<file path="src/rtl/intf_or_sched.sv">
// intf_or_sched: round-robin scheduler that shares one intf_or unit among
// NREQ requesters. Each requester owns a 1-entry (a, b) buffer. The scheduler
// grants one pair at a time, drives the unit's a, b and y methods over rdy/en
// handshakes, and returns the result tagged with the requester id. A WAIT_Y
// timeout returns an error response when the unit never presents y.
// RST_N is an asynchronous reset that is active HIGH, despite its name.

module intf_or_sched #(
    parameter int NREQ    = 2,
    parameter int DATA_W  = 1,
    parameter int IDW     = 1,
    parameter int TIMEOUT = 16
) (
    input  logic                     CLK,
    input  logic                     RST_N,
    input  logic [NREQ*DATA_W-1:0]   req_a_data,
    input  logic [NREQ*DATA_W-1:0]   req_b_data,
    input  logic [NREQ-1:0]          req_en,
    output logic [NREQ-1:0]          req_rdy,
    output logic [DATA_W-1:0]        resp_data,
    output logic [IDW-1:0]           resp_id,
    output logic                     resp_err,
    output logic                     resp_rdy,
    input  logic                     resp_en,
    output logic [DATA_W-1:0]        dut_a_data,
    output logic                     dut_a_en,
    input  logic                     dut_a_rdy,
    output logic [DATA_W-1:0]        dut_b_data,
    output logic                     dut_b_en,
    input  logic                     dut_b_rdy,
    output logic                     dut_y_en,
    input  logic [DATA_W-1:0]        dut_y_data,
    input  logic                     dut_y_rdy,
    output logic                     busy
);

    // One extra bit so that rr_ptr + offset cannot overflow before the wrap.
    localparam int          SW      = IDW + 1;
    localparam bit          TO_EN   = (TIMEOUT != 0);
    localparam logic [15:0] TO_LAST = (TIMEOUT > 0) ? 16'(TIMEOUT - 1) : 16'd0;

    typedef enum logic [2:0] {
        ST_IDLE   = 3'd0,
        ST_SEND_A = 3'd1,
        ST_SEND_B = 3'd2,
        ST_WAIT_Y = 3'd3,
        ST_RESP   = 3'd4
    } state_t;

    state_t              state_r;
    logic [NREQ-1:0]     full_r;
    logic [NREQ-1:0]     req_rdy_r;
    logic [DATA_W-1:0]   buf_a_r [NREQ];
    logic [DATA_W-1:0]   buf_b_r [NREQ];
    logic [IDW-1:0]      rr_ptr_r;
    logic [DATA_W-1:0]   op_a_r;
    logic [DATA_W-1:0]   op_b_r;
    logic [IDW-1:0]      op_id_r;
    logic [15:0]         wait_cnt_r;
    logic [DATA_W-1:0]   resp_data_r;
    logic [IDW-1:0]      resp_id_r;
    logic                resp_err_r;
    logic                resp_rdy_r;
    logic                busy_r;

    logic [NREQ-1:0]     put_fire_s;
    logic [NREQ-1:0]     grant_clr_s;
    logic [NREQ-1:0]     full_nxt_s;
    logic [2*NREQ-1:0]   rot2_s;
    logic [NREQ-1:0]     rot_s;
    logic [SW-1:0]       off_s;
    logic [SW-1:0]       sum_s;
    logic [IDW-1:0]      grant_id_s;
    logic [IDW-1:0]      ptr_nxt_s;
    logic                grant_vld_s;
    logic                grant_fire_s;
    logic [DATA_W-1:0]   sel_a_s;
    logic [DATA_W-1:0]   sel_b_s;
    logic                timeout_hit_s;

    // A put only lands in an empty buffer; req_rdy is the registered ~full.
    assign put_fire_s   = req_en & req_rdy_r;
    assign grant_fire_s = (state_r == ST_IDLE) & grant_vld_s;

    assign req_rdy    = req_rdy_r;
    assign resp_data  = resp_data_r;
    assign resp_id    = resp_id_r;
    assign resp_err   = resp_err_r;
    assign resp_rdy   = resp_rdy_r;
    assign busy       = busy_r;

    // Operand buses always present the in-flight pair; enables follow rdy.
    assign dut_a_data = op_a_r;
    assign dut_b_data = op_b_r;
    assign dut_a_en   = (state_r == ST_SEND_A) & dut_a_rdy;
    assign dut_b_en   = (state_r == ST_SEND_B) & dut_b_rdy;
    assign dut_y_en   = (state_r == ST_WAIT_Y) & dut_y_rdy;

    // Round-robin search: rotate occupancy so bit 0 is rr_ptr, take the lowest set bit.
    always_comb begin
        rot2_s      = {full_r, full_r} >> rr_ptr_r;
        rot_s       = rot2_s[NREQ-1:0];
        grant_vld_s = |rot_s;
        off_s       = {SW{1'b0}};
        for (int k = NREQ - 1; k >= 0; k--) begin
            if (rot_s[k]) begin
                off_s = SW'(k);
            end else begin
                off_s = off_s;
            end
        end
        sum_s = {1'b0, rr_ptr_r} + off_s;
        if (sum_s >= SW'(NREQ)) begin
            grant_id_s = IDW'(sum_s - SW'(NREQ));
        end else begin
            grant_id_s = sum_s[IDW-1:0];
        end
        if (grant_id_s == IDW'(NREQ - 1)) begin
            ptr_nxt_s = {IDW{1'b0}};
        end else begin
            ptr_nxt_s = grant_id_s + IDW'(1);
        end
    end

    // Pick the granted buffer's operands and the one-hot clear for its full flag.
    always_comb begin
        sel_a_s     = {DATA_W{1'b0}};
        sel_b_s     = {DATA_W{1'b0}};
        grant_clr_s = {NREQ{1'b0}};
        for (int k = 0; k < NREQ; k++) begin
            if (grant_id_s == IDW'(k)) begin
                sel_a_s        = buf_a_r[k];
                sel_b_s        = buf_b_r[k];
                grant_clr_s[k] = grant_fire_s;
            end else begin
                grant_clr_s[k] = 1'b0;
            end
        end
        full_nxt_s = (full_r | put_fire_s) & ~grant_clr_s;
    end

    // Timeout fires on the TIMEOUT-th WAIT_Y cycle without a y fire.
    always_comb begin
        if (TO_EN && (wait_cnt_r == TO_LAST)) begin
            timeout_hit_s = 1'b1;
        end else begin
            timeout_hit_s = 1'b0;
        end
    end

    // Requester buffers: load on put, release on grant.
    always_ff @(posedge CLK or posedge RST_N) begin
        if (RST_N) begin
            full_r    <= {NREQ{1'b0}};
            req_rdy_r <= {NREQ{1'b0}};
            for (int k = 0; k < NREQ; k++) begin
                buf_a_r[k] <= {DATA_W{1'b0}};
                buf_b_r[k] <= {DATA_W{1'b0}};
            end
        end else begin
            full_r    <= full_nxt_s;
            req_rdy_r <= ~full_nxt_s;
            for (int k = 0; k < NREQ; k++) begin
                if (put_fire_s[k]) begin
                    buf_a_r[k] <= req_a_data[k*DATA_W +: DATA_W];
                    buf_b_r[k] <= req_b_data[k*DATA_W +: DATA_W];
                end else begin
                    buf_a_r[k] <= buf_a_r[k];
                    buf_b_r[k] <= buf_b_r[k];
                end
            end
        end
    end

    // Operation sequencer: grant, send a, send b, wait for y, hold the response.
    always_ff @(posedge CLK or posedge RST_N) begin
        if (RST_N) begin
            state_r     <= ST_IDLE;
            rr_ptr_r    <= {IDW{1'b0}};
            op_a_r      <= {DATA_W{1'b0}};
            op_b_r      <= {DATA_W{1'b0}};
            op_id_r     <= {IDW{1'b0}};
            wait_cnt_r  <= 16'd0;
            resp_data_r <= {DATA_W{1'b0}};
            resp_id_r   <= {IDW{1'b0}};
            resp_err_r  <= 1'b0;
            resp_rdy_r  <= 1'b0;
            busy_r      <= 1'b0;
        end else begin
            case (state_r)
                ST_IDLE: begin
                    if (grant_vld_s) begin
                        op_a_r   <= sel_a_s;
                        op_b_r   <= sel_b_s;
                        op_id_r  <= grant_id_s;
                        rr_ptr_r <= ptr_nxt_s;
                        busy_r   <= 1'b1;
                        state_r  <= ST_SEND_A;
                    end else begin
                        state_r  <= ST_IDLE;
                    end
                end
                ST_SEND_A: begin
                    if (dut_a_rdy) begin
                        state_r <= ST_SEND_B;
                    end else begin
                        state_r <= ST_SEND_A;
                    end
                end
                ST_SEND_B: begin
                    if (dut_b_rdy) begin
                        wait_cnt_r <= 16'd0;
                        state_r    <= ST_WAIT_Y;
                    end else begin
                        state_r    <= ST_SEND_B;
                    end
                end
                ST_WAIT_Y: begin
                    // A y fire on the timeout cycle still wins.
                    if (dut_y_rdy) begin
                        resp_data_r <= dut_y_data;
                        resp_err_r  <= 1'b0;
                        resp_id_r   <= op_id_r;
                        resp_rdy_r  <= 1'b1;
                        state_r     <= ST_RESP;
                    end else if (timeout_hit_s) begin
                        resp_data_r <= {DATA_W{1'b0}};
                        resp_err_r  <= 1'b1;
                        resp_id_r   <= op_id_r;
                        resp_rdy_r  <= 1'b1;
                        state_r     <= ST_RESP;
                    end else begin
                        wait_cnt_r  <= wait_cnt_r + 16'd1;
                        state_r     <= ST_WAIT_Y;
                    end
                end
                ST_RESP: begin
                    if (resp_en) begin
                        resp_rdy_r <= 1'b0;
                        busy_r     <= 1'b0;
                        state_r    <= ST_IDLE;
                    end else begin
                        state_r    <= ST_RESP;
                    end
                end
                default: begin
                    resp_rdy_r <= 1'b0;
                    busy_r     <= 1'b0;
                    state_r    <= ST_IDLE;
                end
            endcase
        end
    end

endmodule

</file>
<file path="config.mk">
export PLATFORM = sky130hd
export DESIGN_NAME = intf_or_sched
export DESIGN_NICKNAME = d
export VERILOG_FILES = /design/src/rtl/intf_or_sched.sv
export SDC_FILE = /design/constraint.sdc
export NUM_CORES = 1
export LEC_CHECK = 0
export BUFFER_PORTS_ARGS = -buffer_cell sky130_fd_sc_hd__buf_2
export CORE_MARGIN = 2
export CORE_UTILIZATION = 46
export DETAILED_ROUTE_END_ITERATION = 12
export GPL_ROUTABILITY_DRIVEN = 0
export PLACE_DENSITY = 0.75
export SYNTH_ARGS = -nofsm -noshare
export SYNTH_HDL_FRONTEND = slang
export SYNTH_SLANG_ARGS = --single-unit
</file>
<file path="constraint.sdc">
create_clock -name CLK -period 3.1 [get_ports CLK]
set_clock_uncertainty 0.15 [all_clocks]
set_input_delay 0.31 -clock CLK [delete_from_list [all_inputs] [get_ports CLK]]
set_output_delay 0.31 -clock CLK [all_outputs]
set_load 0.05 [all_outputs]
</file>
==> summary.txt <==
Run status
  • Status: completed

Route
  • TritonRoute pass-1 iters: 4
  • Via density: about 5.5
  • Post-DR wirelength/cell: 13.6 um
  • Drt total wl: 3420 um
  • # DRC: 0
  • Violation count after the first detailed-route iteration: 91
  • Antenna Nets Post-Route: 0
  • Vias: about 1400

Floorplan
  • Full die area: 0.00435 mm2
  • Ports: 25
  • Starting Density: 48.2%
  • Row cnt: 22
  • Die Y: 65.9 um
  • Core area: approximately 0.0037 mm2
  • Die W: 65.9 um

Clock tree
  • CTS clk-pin slew, worst paths: 0.07 ns
  • Post-CTS Setup Inserts: 0
  • Worst-Skew Late Latency: 0.29 ns
  • Clock Tree Buf Depth: 2
  • CTS resizes: 0
  • # H-tree levels: 2
  • CTS hold repair buffers: 1
  • Root Driver: clkbuf_8
  • CTS Buf Count: 5
  • Clock Sinks: 36
  • CTS tree: built

Logic synthesis
  • Syn nets: 188
  • Top_reg_cell synth: dfrtp_1
  • Synth async-reset ratio: 100%
  • Synth cell types: just over 40
  • Sequential cell area fraction in the yosys report: 51.1%
  • Post-synth EDFFs: 0
  • Syn_area_per_cell: 10.1 um2
  • Post-synthesis sequential element count: 36
  • YS warnings: 0
  • Cell area after synthesis: roughly 0.0018 mm2
  • Cells after synthesis: 174

Worst setup path
  • Cells on worst reg2reg path: 6
  • Largest delay share family, worst path: simple AND/OR/NAND/NOR gates
  • Kind of critical path: register to register
  • Reg2reg setup slack: 0.78 ns
  • Cell breakdown of the critical path: ha_1, and4b_4, a41o_4, nor2_2, and3_1, a211o_1
  • Crit start category: register
  • Crit path arrival time: 2.40 ns
  • Critical-path top delay cell: nor2_2
  • Reg2reg start: wait_cnt_r[0]
  • Slowest Stage Delay on Critical Path: 0.55 ns
  • Largest fanout on the critical path: 19
  • CP bufs+invs: 0
  • Crit. End Element: register
  • R2R Path End: wait_cnt_r[10]
  • CP Data Required Time: 3.18 ns

Layout
  • Non-filler cells, final: 252
  • Final #Nets: about 220
  • # diodes: 0
  • Area growth syn-to-layout: 15.7%
  • Fillers: around 330
  • Fraction of layout cells with a size suffix above 1: 23.5%

GRT
  • Vias in the first global route: 1269
  • Initial antenna violation count: 0
  • GRT Resource Usage Total: around 18%
  • First-pass GRT wire length: about 5800 um
  • Pin count of the biggest net entering global routing: 37
  • Gr ovfl total: 0

Power
  • P_leak: 0.969 nW
  • Design Power: about 0.0019 W
  • Power Density: 921 mW/mm2
  • Peak VDD IR: 0.721 mV

Hold path
  • Hold endpoint: resp_data
  • Hold wc startpoint: dut_y_data
  • Hold Path Depth: 2
  • Hold/Removal Path Class: input pin to register

Run
  • Max_cap viols: 0

Placement
  • DP Wirelength: between 2000 and 2500 um
  • Placed Cells: 243
  • # port buffers: 24

STA
  • Worst-margin pin slew: ~0.71 ns
  • Endpoints failing setup: 0
  • Tcrit/Tclk final: between 70% and 80%
  • Min Tclk post-route: 2.32 ns
  • Fin. Hold Viols: 0
  • Max-slew headroom: 52.6%
  • Slew Viols, Final: 0
  • Fmax: 432 MHz
  • RSZ-0062 raised after global routing: false
  • Setup tns final: 0 ns
[kinds of logic after synthesis]
family / Yosys count / synth area share, %
AOI/OAI and AO/OA: 40 / 16.9
and+or+nand+nor: 75 / 23.5
adders and majority gates: 1 / 0.709
DFF: 36 / 51.1
buffers and inverters: 16 / 4.18
muxes: 6 / 3.69
[worst register-to-register path: cells and delay by family (launching register included)]
kind                     cells  cell delay (ns)
adder cells (fa/ha/maj)      1             0.28
AND/OR/NAND/NOR              3             1.02
flip-flops                   1             0.43
AO/OA/AOI/OAI                2             0.38
[metal layers]
layer  part of all wire [%]  up-vias  track usage [%]
li1                       -      687                -
met1                     49      667             23.2
met2                     46       25             27.3
met3                    4.0        2             6.98
met4                   0.79        0             3.83
met5                      0        -                0
[stage by stage]
step / hold WS [ns] / instance area (um2) / utilization (%) / setup slack [ns]
3_3_place_gp: 0.285 / 1920 / 52.5 / 0.831
5_1_grt: 0.0728 / 2040 / 55.7 / 0.646
6_report: 0.0880 / 2040 / 55.7 / 0.785
2_1_floorplan: 0.284 / 1760 / - / 0.998
3_5_place_dp: 0.289 / 1920 / 52.5 / 0.810
4_1_cts: 0.0739 / 2040 / 55.7 / 0.803
[flip-flops by register name (all words and copies together), names as in the netlist, 2 cells and up]
signal,count
wait_cnt_r,16
full_r,2
buf_a_r,2
req_rdy,2
state_r,3
buf_b_r,2
[where the power goes]
group          switching [W]  leakage [nW]  internal [W]
Clock               0.000166        0.0552      0.000239
Combinational       0.000488         0.452      0.000244
Sequential          0.000120         0.462      0.000621
[cell usage after synthesis (all sizes together) (2+ instances only)]
master / count / area share (%)
dfrtp: 36 / 51
nand2: 20 / 4.3
o21ai: 14 / 5.0
inv: 12 / 2.6
a21oi: 11 / 3.1
nand3: 11 / 3.1
nor3: 8 / 2.6
and3: 6 / 2.1
or3: 6 / 2.1
a21o: 4 / 1.7
buf: 4 / 1.6
mux2: 4 / 2.6
nor2: 4 / 0.99
nand4: 3 / 1.1
or2: 3 / 1.1
a222oi: 2 / 1.1
a22o: 2 / 0.99
and2: 2 / 0.71
and4: 2 / 0.99
mux2i: 2 / 1.1
nand2b: 2 / 0.71
nand3b: 2 / 0.85
nor4: 2 / 0.71
o211ai: 2 / 0.85
[placed cells by master, fill, tap and decap left out, drive strengths merged, types with 2 or more instances in the layout]
cell type  synthesis  layout
and3               6       6
o21ai             14      14
and2               2       2
nor2               4       4
a222oi             2       2
or2                3       3
o211ai             2       2
buf                4      25
a22o               2       2
nand3             11      11
or3                6       6
nand3b             2       2
nor4               2       2
nand4              3       3
a21oi             11      11
mux2               4       4
dfrtp             36      36
nor3               8       8
and4               2       2
nand2             20      20
clkbuf             0       6
inv               12      12
a21o               4       4
mux2i              2       2
nand2b             2       2
[area by class of cell]
type | count | area, um2 | share of cell area (%)
Sequential cell | 36 | 901 | 44.1
Multi-Input combinational cell | 122 | 790 | 38.7
Timing Repair Buffer | 26 | 138 | 6.74
Clock buffer | 6 | 72.6 | 3.56
Tap cell | 48 | 60.1 | 2.94
Inverter | 12 | 45.0 | 2.21
Clock inverter | 2 | 35.0 | 1.72
[worst max-delay path by stage]
stage | cells after the start | from | endpoint | slack, ns
floorplan | 7 | wait_cnt_r[0] | wait_cnt_r[12] | 1.0
global placement | 6 | wait_cnt_r[0] | wait_cnt_r[10] | 0.83
detailed placement | 6 | wait_cnt_r[0] | wait_cnt_r[10] | 0.81
CTS | 6 | wait_cnt_r[0] | wait_cnt_r[10] | 0.80
global route | 6 | wait_cnt_r[0] | wait_cnt_r[3] | 0.65
finish | 6 | wait_cnt_r[0] | wait_cnt_r[10] | 0.78
(Power assumes the default switching activity.)
